===== src/rtl/otter_intr_csr.sv =====
// Machine-mode interrupt latch, mtvec/mepc/mstatus CSRs and interrupt-entry FSM for the OTTER MCU.
// Optional macro OTTER_INTR_SYNC_EN adds a 2-flop synchronizer on intr_in for asynchronous sources.
module otter_intr_csr #(
  parameter logic [31:0] MTVEC_RST = 32'h0000_0000
) (
  input  logic        clk,
  input  logic        rst_n,
  input  logic        intr_in,
  input  logic        instr_done,
  input  logic [31:0] pc_next,
  input  logic        mret_exec,
  input  logic        csr_we,
  input  logic [11:0] csr_addr,
  input  logic [31:0] csr_wd,
  output logic [31:0] csr_rd,
  output logic        intr_taken,
  output logic [31:0] mtvec,
  output logic [31:0] mepc,
  output logic        mie
);

  typedef enum logic [0:0] {RUN = 1'b0, TAKEN = 1'b1} state_t;

  localparam logic [11:0] ADDR_MSTATUS = 12'h300;
  localparam logic [11:0] ADDR_MTVEC   = 12'h305;
  localparam logic [11:0] ADDR_MEPC    = 12'h341;

  function automatic logic [31:0] word_align(input logic [31:0] value);
    return {value[31:2], 2'b00};
  endfunction

  state_t      state_r, state_nxt;
  logic        req_s, edge_s, done_s, take_s, wr_s;
  logic        prev_r, pending_r;
  logic        mie_r, mpie_r, mie_nxt, mpie_nxt;
  logic [31:0] mtvec_r, mepc_r, mtvec_nxt, mepc_nxt;
  logic [31:0] mstatus_s;

`ifdef OTTER_INTR_SYNC_EN
  logic sync1_r, sync2_r;

  // two-flop synchronizer for an asynchronous request line
  always_ff @(posedge clk or negedge rst_n) begin
    if (!rst_n) begin
      sync1_r <= 1'b0;
      sync2_r <= 1'b0;
    end else begin
      sync1_r <= intr_in;
      sync2_r <= sync1_r;
    end
  end

  assign req_s = sync2_r;
`else
  assign req_s = intr_in;
`endif

  assign edge_s = req_s & ~prev_r;
  // TAKEN never sees a real instruction boundary, so all qualified actions are gated to RUN
  assign done_s = instr_done & (state_r == RUN);
  assign wr_s   = csr_we & done_s;

  // next-state logic of the entry FSM
  always_comb begin
    state_nxt = state_r;
    take_s    = 1'b0;
    case (state_r)
      RUN: begin
        if (done_s & pending_r & mie_r) begin
          state_nxt = TAKEN;
          take_s    = 1'b1;
        end else begin
          state_nxt = RUN;
        end
      end
      TAKEN:   state_nxt = RUN;
      default: state_nxt = RUN;
    endcase
  end

  // CSR next values; later assignments override earlier ones (entry > MRET > write)
  always_comb begin
    mie_nxt   = mie_r;
    mpie_nxt  = mpie_r;
    mtvec_nxt = mtvec_r;
    mepc_nxt  = mepc_r;
    if (wr_s) begin
      case (csr_addr)
        ADDR_MSTATUS: begin
          mie_nxt  = csr_wd[3];
          mpie_nxt = csr_wd[7];
        end
        ADDR_MTVEC: mtvec_nxt = word_align(csr_wd);
        ADDR_MEPC:  mepc_nxt  = word_align(csr_wd);
        default:    mtvec_nxt = mtvec_r;
      endcase
    end else begin
      mtvec_nxt = mtvec_r;
    end
    if (mret_exec & done_s) begin
      mie_nxt  = mpie_r;
      mpie_nxt = 1'b1;
    end else begin
      mpie_nxt = mpie_nxt;
    end
    if (take_s) begin
      mepc_nxt = word_align(pc_next);
      mpie_nxt = mie_r;
      mie_nxt  = 1'b0;
    end else begin
      mepc_nxt = mepc_nxt;
    end
  end

  // state, pending flag and CSR registers
  always_ff @(posedge clk or negedge rst_n) begin
    if (!rst_n) begin
      state_r   <= RUN;
      prev_r    <= 1'b0;
      pending_r <= 1'b0;
      mie_r     <= 1'b0;
      mpie_r    <= 1'b0;
      mepc_r    <= 32'h0000_0000;
      mtvec_r   <= word_align(MTVEC_RST);
    end else begin
      state_r <= state_nxt;
      prev_r  <= req_s;
      if (take_s) begin
        pending_r <= 1'b0;
      end else if (edge_s) begin
        pending_r <= 1'b1;
      end
      mie_r   <= mie_nxt;
      mpie_r  <= mpie_nxt;
      mepc_r  <= mepc_nxt;
      mtvec_r <= mtvec_nxt;
    end
  end

  assign mstatus_s = {24'h00_0000, mpie_r, 3'b000, mie_r, 3'b000};

  // zero-latency CSR read mux
  always_comb begin
    csr_rd = 32'h0000_0000;
    case (csr_addr)
      ADDR_MSTATUS: csr_rd = mstatus_s;
      ADDR_MTVEC:   csr_rd = mtvec_r;
      ADDR_MEPC:    csr_rd = mepc_r;
      default:      csr_rd = 32'h0000_0000;
    endcase
  end

  assign intr_taken = (state_r == TAKEN);
  assign mtvec      = mtvec_r;
  assign mepc       = mepc_r;
  assign mie        = mie_r;

endmodule


===== config.mk =====
export PLATFORM = sky130hd
export DESIGN_NAME = otter_intr_csr
export DESIGN_NICKNAME = d
export VERILOG_FILES = /design/src/rtl/otter_intr_csr.sv
export SDC_FILE = /design/constraint.sdc
export NUM_CORES = 1
export LEC_CHECK = 0
export ABC_CLOCK_PERIOD_IN_PS = 1800
export CORE_MARGIN = 3
export CORE_UTILIZATION = 40
export CTS_BUF_LIST = sky130_fd_sc_hd__clkbuf_4 sky130_fd_sc_hd__clkbuf_8 sky130_fd_sc_hd__clkbuf_16
export CTS_CLUSTER_SIZE = 14
export DETAILED_ROUTE_END_ITERATION = 7
export GPL_TIMING_DRIVEN = 0
export PLACE_DENSITY = 0.82
export SYNTH_ARGS = -nofsm -noshare
export SYNTH_HDL_FRONTEND = slang
export SYNTH_SLANG_ARGS = --single-unit

===== constraint.sdc =====
create_clock -name clk -period 1.8 [get_ports clk]
set_clock_uncertainty 0.05 [all_clocks]
set_input_delay 0.27 -clock clk [delete_from_list [all_inputs] [get_ports clk]]
set_output_delay 0.27 -clock clk [all_outputs]
set_load 0.005 [all_outputs]

==> qor.yml <==
outcome:
  run_status: "finished, violations left"
  violations: "negative hold slack, negative setup slack"
finish:
  antenna-diode-count: 0
  nets: 599
  drive_above_1_share_pct: 28.02
  syn2layout_area_growth_pct: 66.05
  seqCellArea_um2: 1627
  final-instance-count-excl-fill: 623
  finalCoreUtilization_pct: 70.35
  n_fill_cell: 590
  multi_input_comb_area_um2: 1589
  finish.instance_area_um2: 5605
worst_setup_path:
  timing.setup.critical_path_class: "input pin to output pin"
  critical_path.max_stage_delay_ps: 340
  setup.worst_path.start_class: "input pin"
  crit_arrival_ps: 1630
  critPathSlowestCell: "sky130_fd_sc_hd__and4bb_2"
  worst-path-max-fanout: 6
  worst-r2r-cell-count: 5
  critPathRequiredTime_ps: 1480
  r2r-end: "mtvec[26]"
  worstPathCellList: "buf_6 > and4bb_2 > buf_6 > nand3_4 > nor2_4 > buf_6 > buf_6 > a22o_1 > buf_2"
  end_kind: "output pin"
  timing.reg2reg.setup_slack_ps: 90
  timing.critical_path.mode_cell: "sky130_fd_sc_hd__buf_6"
  critical_path.reg2reg.startpoint: "intr_taken"
synthesis:
  yosys.area.top_type: "sky130_fd_sc_hd__dfrtp_1"
  synthesis.instances: 312
  synthesis.yosys.warnings: 0
  synth.ff_latch_count: 65
  synth.distinct_cells: 27
  synth.cell_area_um2: 3376
  synthTopCellsByArea: "sky130_fd_sc_hd__dfrtp_1, sky130_fd_sc_hd__mux2_4, sky130_fd_sc_hd__a22o_1, sky130_fd_sc_hd__a31oi_1, sky130_fd_sc_hd__o21ai_0"
  synth.yosys.seq_area_share_pct: 48.18
  synth.avg_cell_area_um2: 10.82
  synth_largest_type_area_fraction_pct: 48.18
timing:
  post-route-min-period_ps: 1952
  report.final.slew_viol_count: 0
  max-slew-margin-rel_pct: 44.26
  grt_setup_unrepaired: "yes"
  final_hold_violation_count: 8
  holdWs_ps: -8.005
  setup_viol: 30
  maxClockFrequency_mhz: 512.4
  worstMarginPinSlew_ps: 836.0
  period_utilization_pct: 108.4
  post-route-worst-setup-slack_ps: -151.7
routing:
  detail_route.vias_per_cell: 5.618
  first_drt_pass_iteration_count: 5
  totalWireLength_um: 12720
  num_vias: 3500
  remaining_drc_errors: 0
  drt_first_iter_violations: 133
  drt.antenna.violating_nets: 0
  wl_per_cell_um: 20.42
pwr:
  worst_vdd_ir_v: 0.0006461
  cellPowerDensity_nw_per_um2: 974.2
  p_leak_nw: 2.499
clock_tree:
  cts_tree: "yes"
  clock_sink_count: 65
  clock-root-buffer: "sky130_fd_sc_hd__clkbuf_8"
  clock_latency_late_sink_ps: 330
  path_clk_slew_ps: 70
  htreeDepth: 3
  clk_path_buf_depth: 2
  cts-buffers-inserted: 9
floorplanning:
  floorplan.io_pins: 180
  fp.dieH_um: 97.87
  floorplan.initialDensity_pct: 42.37
  num_rows: 32
  floorplan.core_area_um2: 7968
  fp.dieArea_um2: 9578
  dieWidth_um: 97.87
grt:
  grt_first_pass_wirelength_um: 19860
  globalRouteTotalUtil_pct: 26.04
  grt_start_max_net_pins: 66
  vias_in_the_first_global_route: 3790
  grt-ovfl-total: 0
  initial_antenna_violation_count: 0
placed_design:
  portBuffers: 169
  dp_cells: 588
  gp_congestion: 0.7990
  post_dp_cell_area_um2: 5211
  detailedPlacementHpwl_um: 8700
hold_path:
  hold_removal_path_class: "input pin to async pin"
flow_run:
  max-cap-violations: 0
per-layer routing:
metal	up-vias	share of wire, %	GRT usage [%]
met5	-	0	0
met4	0	3.2	12.46
met3	33	6.8	5.286
met2	195	50	44.92
met1	1711	40	30.98
li1	1561	-	-
registers in the layout, summed over array words and instances (netlist names):
register	count
mepc	30
mtvec	30
intr_taken	1
mie	1
mpie_r	1
pending_r	1
prev_r	1
what timing repair did:
item                                   in CTS  in global routing
pin swaps                                  34                 14
hold buffers                                0                  0
gates cloned                                3                  0
buffers inserted                           19                  2
resized for setup                         197                 20
endpoints found under the hold margin       0                  0
setup endpoints to repair                  88                 91
synth_stat cells:
library cell               count
sky130_fd_sc_hd__nor3_1        1
sky130_fd_sc_hd__and4_1        1
sky130_fd_sc_hd__a21oi_1      32
sky130_fd_sc_hd__conb_1        1
sky130_fd_sc_hd__o21ai_0      33
sky130_fd_sc_hd__buf_2         9
sky130_fd_sc_hd__buf_4        10
sky130_fd_sc_hd__mux2_4       30
sky130_fd_sc_hd__a31oi_1      30
sky130_fd_sc_hd__nand3_1       2
sky130_fd_sc_hd__and2_1        1
sky130_fd_sc_hd__a32oi_1       1
sky130_fd_sc_hd__and4bb_2      1
sky130_fd_sc_hd__a21o_1        2
sky130_fd_sc_hd__inv_1         2
sky130_fd_sc_hd__buf_6         5
sky130_fd_sc_hd__nand4_1       3
sky130_fd_sc_hd__nor2b_1       1
sky130_fd_sc_hd__nand3_2       1
sky130_fd_sc_hd__nor4b_2       1
sky130_fd_sc_hd__clkbuf_1     11
sky130_fd_sc_hd__a22o_1       30
sky130_fd_sc_hd__dfrtp_1      65
sky130_fd_sc_hd__and4_2        1
sky130_fd_sc_hd__nor3_4        2
sky130_fd_sc_hd__nor2_1       33
sky130_fd_sc_hd__nand2_1       3
final cells by class:
cell class                 count  share of cell area (%)
tap                          102                   2.277
inverter                       2                  0.1339
timing repair buffer         191                   31.50
sequential                    65                   29.02
clock inverter                 2                   1.071
multi-input combinational    215                   28.35
buffer                        33                   4.576
clock buffer                  13                   3.080
cell families after synthesis:
group | synth area share [%]
other cells | 0.1111
simple gates | 8.006
mux | 13.34
flops | 48.18
buf+inv | 6.671
compound gates | 23.68
metrics by stage:
stage / hold slack [ps] / setup slack, ps / setup TNS (ps) / total power [mW]
final: -8.005 / -151.7 / -2351 / 5.461
after detailed placement: 374.3 / -1137 / -53410 / 3.973
after global placement: 437.7 / -1705 / -160450 / 3.876
after floorplan: -75.59 / 153.3 / 0 / 2.776
after CTS: 6.108 / -168.4 / -2994 / 5.433
after global routing: 37.37 / -199.1 / -3739 / 5.764
report_power, final:
part	internal, mW	switching, mW	leakage [nW]	total (mW)
sequential	1.83	0.316	0.805	2.14
combinational	1.05	0.813	1.58	1.86
clock	0.903	0.553	0.119	1.46
total	3.78	1.68	2.50	5.46
worst max-delay path, delay by kind of cell:
kind / cells / cell delay [ps]
AO/OA/AOI/OAI: 1 / 150
buffers and inverters: 5 / 630
AND/OR/NAND/NOR: 3 / 580
worst max path at each step:
stage	slack [ps]	cells after the start	to	startpoint
after detailed placement	-1140	7	csr_rd[28]	csr_addr[4]
final	-150	9	csr_rd[6]	csr_addr[11]
after floorplan	150	6	csr_rd[10]	csr_addr[10]
after global routing	-200	10	csr_rd[23]	csr_addr[11]
after global placement	-1710	1	mtvec[9]	rst_n
after CTS	-170	10	csr_rd[16]	csr_addr[10]
cells in the final DEF, fill, tap and decap left out, types with 2 or more instances in the layout:
cell type,netlist,layout
sky130_fd_sc_hd__clkbuf_2,0,3
sky130_fd_sc_hd__nand4_1,3,3
sky130_fd_sc_hd__a21oi_1,32,32
sky130_fd_sc_hd__o21ai_0,33,33
sky130_fd_sc_hd__clkbuf_1,11,8
sky130_fd_sc_hd__a21o_1,2,2
sky130_fd_sc_hd__nor2_1,33,32
sky130_fd_sc_hd__clkbuf_8,0,12
sky130_fd_sc_hd__nor3_4,2,2
sky130_fd_sc_hd__clkdlybuf4s50_1,0,126
sky130_fd_sc_hd__buf_4,10,16
sky130_fd_sc_hd__buf_8,0,6
sky130_fd_sc_hd__a31oi_1,30,30
sky130_fd_sc_hd__mux2_4,30,30
sky130_fd_sc_hd__clkbuf_4,0,5
sky130_fd_sc_hd__buf_6,5,22
sky130_fd_sc_hd__bufinv_16,0,2
sky130_fd_sc_hd__nand2_2,0,2
sky130_fd_sc_hd__conb_1,1,6
sky130_fd_sc_hd__dfrtp_1,65,65
sky130_fd_sc_hd__buf_2,9,36
sky130_fd_sc_hd__inv_1,2,2
sky130_fd_sc_hd__a22o_1,30,30
No activity file was read; power rests on OpenSTA's default activity.
